[config.mk]
export PLATFORM = sky130hd
export DESIGN_NAME = bf_pair_serializer
export DESIGN_NICKNAME = d
export VERILOG_FILES = /design/src/rtl/bf_pair_serializer_pkg.sv /design/src/rtl/bf_pair_buffer.sv /design/src/rtl/bf_pair_serializer.sv
export SDC_FILE = /design/constraint.sdc
export NUM_CORES = 2
export LEC_CHECK = 0
export BUFFER_PORTS_ARGS = -buffer_cell sky130_fd_sc_hd__buf_2
export CAP_MARGIN = 20
export CORE_MARGIN = 4
export CORE_UTILIZATION = 42
export DETAILED_ROUTE_END_ITERATION = 10
export GPL_ROUTABILITY_DRIVEN = 0
export GPL_TIMING_DRIVEN = 1
export PLACE_DENSITY = 0.6
export RECOVER_POWER = 25
export SLEW_MARGIN = 10
export SYNTH_ARGS = -nofsm -noshare
export SYNTH_HDL_FRONTEND = slang
export SYNTH_SLANG_ARGS = --single-unit
[constraint.sdc]
create_clock -name clk -period 14.29 [get_ports clk]
set_input_delay 1.429 -clock clk [delete_from_list [all_inputs] [get_ports clk]]
set_output_delay 1.429 -clock clk [all_outputs]
set_load 0.005 [all_outputs]
[src/rtl/bf_pair_serializer_pkg.sv]
// Shared FFT definitions: word widths, serializer states and the per-stage pair table.
package bf_pair_serializer_pkg;

  localparam int FLOAT_LEN  = 32;
  localparam int CPLX_LEN   = 2 * FLOAT_LEN;
  localparam int FFT_POINTS = 64;
  localparam int NUM_STAGES = 6;

  typedef enum logic {
    FILL  = 1'b0,
    DRAIN = 1'b1
  } state_t;

  // Stage s of a radix-2 SDF pipeline pairs samples FFT_POINTS/2^(s+1) apart.
  function automatic int stage_pair_num(input int stage);
    return FFT_POINTS >> (stage + 1);
  endfunction

  function automatic int stage_addr_len(input int stage);
    int n;
    n = $clog2(stage_pair_num(stage));
    return (n < 1) ? 1 : n;
  endfunction

endpackage

[src/rtl/bf_pair_buffer.sv]
// Simple dual-port y2 buffer with registered read, written while filling and read while draining.
module bf_pair_buffer #(
  parameter int word_len = 64,
  parameter int depth    = 32,
  parameter int addr_len = 5
) (
  input  logic                clk,
  input  logic                wr_en,
  input  logic [addr_len-1:0] wr_addr,
  input  logic [word_len-1:0] wr_data,
  input  logic                rd_en,
  input  logic [addr_len-1:0] rd_addr,
  output logic [word_len-1:0] rd_data
);

  logic [word_len-1:0] mem [depth];

  always_ff @(posedge clk) begin
    if (wr_en) mem[wr_addr] <= wr_data;
  end

  // No reset on the read register so the array maps onto block RAM.
  always_ff @(posedge clk) begin
    if (rd_en) rd_data <= mem[rd_addr];
  end

endmodule

[src/rtl/bf_pair_serializer.sv]
// Serializes butterfly pairs: y1 passes straight through, y2 is buffered and replayed
// as one contiguous block after pair_num pairs have been accepted.
module bf_pair_serializer
  import bf_pair_serializer_pkg::*;
#(
  parameter int float_len = FLOAT_LEN,
  parameter int pair_num  = 32,
  parameter int addr_len  = 5
) (
  input  logic                   clk,
  input  logic                   rst,
  input  logic [2*float_len-1:0] data_in1,
  input  logic [2*float_len-1:0] data_in2,
  input  logic                   data_in_valid,
  output logic [2*float_len-1:0] data_out,
  output logic                   data_out_valid,
  output logic                   busy,
  output logic                   overflow
);

  localparam int word_len = 2 * float_len;
  localparam logic [addr_len-1:0] last_idx = addr_len'(pair_num - 1);

  state_t              state_reg, state_next;
  logic [addr_len-1:0] wr_cnt_reg, wr_cnt_next;
  logic [addr_len-1:0] rd_cnt_reg, rd_cnt_next;
  logic                overflow_reg, overflow_next;
  logic                valid_reg, valid_next;
  logic [word_len-1:0] y1_reg, y1_next;
  logic                sel_ram_reg, sel_ram_next;
  logic                wr_en, rd_en;
  logic [word_len-1:0] rd_data;

  bf_pair_buffer #(
    .word_len(word_len),
    .depth   (pair_num),
    .addr_len(addr_len)
  ) u_buffer (
    .clk    (clk),
    .wr_en  (wr_en),
    .wr_addr(wr_cnt_reg),
    .wr_data(data_in2),
    .rd_en  (rd_en),
    .rd_addr(rd_cnt_reg),
    .rd_data(rd_data)
  );

  always_ff @(posedge clk or posedge rst) begin
    if (rst) begin
      state_reg    <= FILL;
      wr_cnt_reg   <= '0;
      rd_cnt_reg   <= '0;
      overflow_reg <= 1'b0;
      valid_reg    <= 1'b0;
      y1_reg       <= '0;
      sel_ram_reg  <= 1'b0;
    end else begin
      state_reg    <= state_next;
      wr_cnt_reg   <= wr_cnt_next;
      rd_cnt_reg   <= rd_cnt_next;
      overflow_reg <= overflow_next;
      valid_reg    <= valid_next;
      y1_reg       <= y1_next;
      sel_ram_reg  <= sel_ram_next;
    end
  end

  always_comb begin
    state_next    = state_reg;
    wr_cnt_next   = wr_cnt_reg;
    rd_cnt_next   = rd_cnt_reg;
    overflow_next = overflow_reg;
    valid_next    = 1'b0;
    y1_next       = y1_reg;
    sel_ram_next  = sel_ram_reg;
    wr_en         = 1'b0;
    rd_en         = 1'b0;
    unique case (state_reg)
      FILL: begin
        if (data_in_valid) begin
          wr_en        = 1'b1;
          y1_next      = data_in1;
          sel_ram_next = 1'b0;
          valid_next   = 1'b1;
          if (wr_cnt_reg == last_idx) begin
            wr_cnt_next = '0;
            state_next  = DRAIN;
          end else begin
            wr_cnt_next = wr_cnt_reg + addr_len'(1);
          end
        end
      end
      DRAIN: begin
        // Pairs arriving now are dropped; the replay continues regardless.
        rd_en        = 1'b1;
        sel_ram_next = 1'b1;
        valid_next   = 1'b1;
        if (data_in_valid) overflow_next = 1'b1;
        if (rd_cnt_reg == last_idx) begin
          rd_cnt_next = '0;
          state_next  = FILL;
        end else begin
          rd_cnt_next = rd_cnt_reg + addr_len'(1);
        end
      end
      default: state_next = FILL;
    endcase
  end

  // The RAM read register and the y1 register both hold their value, so the
  // select alone keeps data_out stable across idle cycles.
  assign data_out       = sel_ram_reg ? rd_data : y1_reg;
  assign data_out_valid = valid_reg;
  assign busy           = (state_reg == DRAIN);
  assign overflow       = overflow_reg;

endmodule

==> summary.txt <==
Setup path
  • Worst-path fanout max: 44
  • Critical path's largest stage delay: 1.27 ns
  • CP bufs+invs: 2
  • CP Capture Type: flop
  • Critical-path cell list: nor2_4 -> buf_4 -> nand2_1 -> nor2_4 -> buf_4
  • Worst path required time: about 15 ns
  • Worst Setup Path Type: reg -> reg
  • RR Startpoint: busy$_DFF_PP0_
  • Worst setup SP type: flop
  • Reg2reg setup slack: ~9.5 ns
  • R2r worst-path depth: 5
  • Largest delay share family, worst path: simple AND/OR/NAND/NOR gates
  • Slowest cell on the critical path: dfrtp_1
  • Worst setup startpoint: busy$_DFF_PP0_
  • Reg-to-reg critical path endpoint: u_buffer.mem[19][32]$_DFFE_PP_
  • Arrival time at the worst endpoint: around 5.3 ns

Layout
  • Most common cell after layout, fill and taps aside: edfxtp_1
  • Sequential cell area: between 60000 and 70000 um2
  • Max FFs per register: 2048
  • Multi-input gate area: 17630 um2
  • Most frequent cells in the layout: edfxtp_1 (2112), mux2i_1 (1025), a22oi_1 (512)
  • Fin nets: between 4k and 5k
  • Layout cells sized above 1: 0.1320
  • Area Growth Syn to Fin: 12.35%
  • Fillers: 16.63k

Place
  • IO buf count: 197
  • Placed wire-length estimate: around 130 mm

Floorplanning
  • Die Height: ~460 um
  • Die area: about 210000 um2
  • Rows: 164
  • Die X-Extent: around 460 um
  • Initial Utilization: 0.4222
  • Core area: 199900 um2
  • Top-level port count: 198

Routing
  • Initial DRC Count: 4925
  • Drt first pass iters: 7
  • Post-DRT Antenna Nets: 0
  • Avg WL per Cell: 29.52 um
  • Final wirelength: ~230 mm
  • # DRC: 0
  • Via density: between 5 and 6
  • Total number of vias: ~43k

CTS
  • Total CTS buffers: 216
  • Root buffer cell: clkbuf_16
  • H-tree levels: 4
  • CTS tree: done
  • CTS Hold Bufs: 0
  • Max Buffers Root-to-Sink: 3
  • Clock sink count: 2190
  • Worst-skew pair later-pin latency: about 0.85 ns
  • Post-CTS setup buffers: 0
  • Cts repair resizes: 0
  • Reg clk slew, reported paths: ~0.06 ns

Run status
  • Status: finished with violations
  • Failing checks: capacitance limit, slew limit

STA
  • Fin crit share: 0.3384
  • Slew @ Worst Pin: around 2.3 ns
  • Setup TNS: 0 ns
  • RSZ-0062 raised after global routing: false
  • Max-slew violation count: between 1k and 1.5k
  • Final hold vios: 0
  • F_max: 0.2068 GHz
  • Relative slew slack: -0.5560
  • Setup violators final: 0
  • Clock skew: 0.03659 ns
  • Crit path time final: 4.836 ns

Yosys
  • XOR/XNOR share of the synthesized area: 0
  • Net Count, Synth: 4678
  • Synth Area in Compound Gates: 0.04639
  • Warnings, synthesis: 0
  • Synth Area in Simple Gates: 0.02672
  • Seq/Total Area, Yosys: 0.7747
  • #FFs+latches synth: ~2.2k
  • Syn Inst Count: roughly 4.5k
  • Avg Inst Size Synth: between 15 and 20 um2
  • Ys flop type: edfxtp_1
  • Ys async rst share: 0.03562
  • Mux cell area share after synthesis: 0.1304
  • Synth Cell Area: 84390 um2
  • Post-synth EDFFs: around 2.1k
  • Largest family of logic cells by synthesized area: multiplexers
  • Area share of fa/ha/maj cells after synthesis: 0.001038
  • Distinct cells, synth: 39

Global route
  • Largest net degree at the start of global routing: 131
  • Vias in the first global route: ~42k
  • First-pass GRT wire length: around 320 mm
  • Congestion Overflow GR: 0
  • Total global-route track usage: 0.2112
  • Initial antenna violation count: 12

Power
  • Worst vdd ir: ~140 uV
  • P_leak: roughly 28 nW
  • PnR Total Power: between 10 and 15 mW
  • Power density over the cells: ~150 nW/um2

Flow run
  • Max_cap viols: 37

Worst hold path
  • Hold Path Origin: overflow$_DFFE_PP0P_
  • Min-Delay Path Class: reg -> reg
  • Endpoint, Worst Hold: overflow$_DFFE_PP0P_
  • Worst hold path depth: 1
routing by layer:
layer / GRT usage / part of all wire / vias up / routed length [um]
met5: 0 / 0 / - / 0
met4: 0.06474 / 0.030 / 0 / 6720
met3: 0.02849 / 0.058 / 305 / 13090
met2: 0.3486 / 0.49 / 1522 / 110400
met1: 0.2928 / 0.42 / 22660 / 95040
li1: - / - / 18750 / -
worst reg2reg max path, delay by kind of cell (launching register included):
family	cells	cell delay, ns
flip-flops	1	1.27
AND/OR/NAND/NOR	3	1.89
buffers and inverters	2	1.19
Yosys cell counts, drive strengths merged, types with 2 or more instances:
master  number  share of area
a21o         2        0.00018
a22oi      512          0.046
and3         3        0.00022
and4b        4        0.00047
and4bb       2        0.00030
buf        231          0.019
clkbuf      27         0.0016
dfrtp       78          0.023
edfxtp    2112           0.75
ha           7         0.0010
inv          4        0.00018
mux2        66         0.0088
mux2i     1025           0.12
nand2      205         0.0091
nand2b       3        0.00022
nand3        2        0.00012
nand3b       3        0.00027
nand4      128         0.0095
nor2       100         0.0045
nor4b        4        0.00071
nor4bb       4        0.00047
o21ai        7        0.00042
or3          2        0.00015
or3b         2        0.00021
layout make-up:
type / instances / area share
inverter: 4 / 0.0001716
sequential: 2190 / 0.6896
antenna: 10 / 0.0002639
multi-input combinational: 2088 / 0.1860
tap: 2656 / 0.03505
timing repair buffer: 281 / 0.01747
clock inverter: 128 / 0.01132
clock buffer: 273 / 0.06015
worst max path at each step:
stage / endpoint / slack [ns] / depth (start not counted)
global route: u_buffer.mem[23][42]$_DFFE_PP_ / 9.27 / 5
global placement: u_buffer.mem[29][27]$_DFFE_PP_ / 9.24 / 7
floorplan: u_buffer.mem[14][0]$_DFFE_PP_ / 8.91 / 5
finish: u_buffer.mem[19][32]$_DFFE_PP_ / 9.45 / 5
CTS: u_buffer.rd_data[57]$_DFFE_PP_ / 9.57 / 7
detailed placement: u_buffer.mem[19][23]$_DFFE_PP_ / 9.28 / 7
kinds of logic after synthesis:
kind of cell	count (synthesis)
multiplexers	1091
AO/OA/AOI/OAI	524
buffers and inverters	262
adder cells (fa/ha/maj)	7
flip-flops	2190
AND/OR/NAND/NOR	466
power by group:
group / total (mW) / leakage, nW / switching [mW] / internal (mW)
Combinational: 1.31 / 5.04 / 0.956 / 0.359
Clock: 5.45 / 3.31 / 2.39 / 3.06
Sequential: 7.64 / 20.0 / 0.169 / 7.47
through the flow:
| stage | area (um2) | std cells | setup slack (ns) | hold WS [ns] | utilization |
|---|---|---|---|---|---|
| after floorplan | 84390 | 4540 | 8.914 | 0.4417 | - |
| after global placement | 88020 | 7217 | 9.240 | 0.4352 | 0.4404 |
| after detailed placement | 88070 | 7219 | 9.284 | 0.4439 | 0.4406 |
| after CTS | 94840 | 7620 | 9.567 | 0.4589 | 0.4745 |
| after global routing | 94790 | 7621 | 9.272 | 0.4910 | 0.4743 |
| final | 94810 | 7630 | 9.454 | 0.4582 | 0.4744 |
No activity file was read; power rests on OpenSTA's default activity.
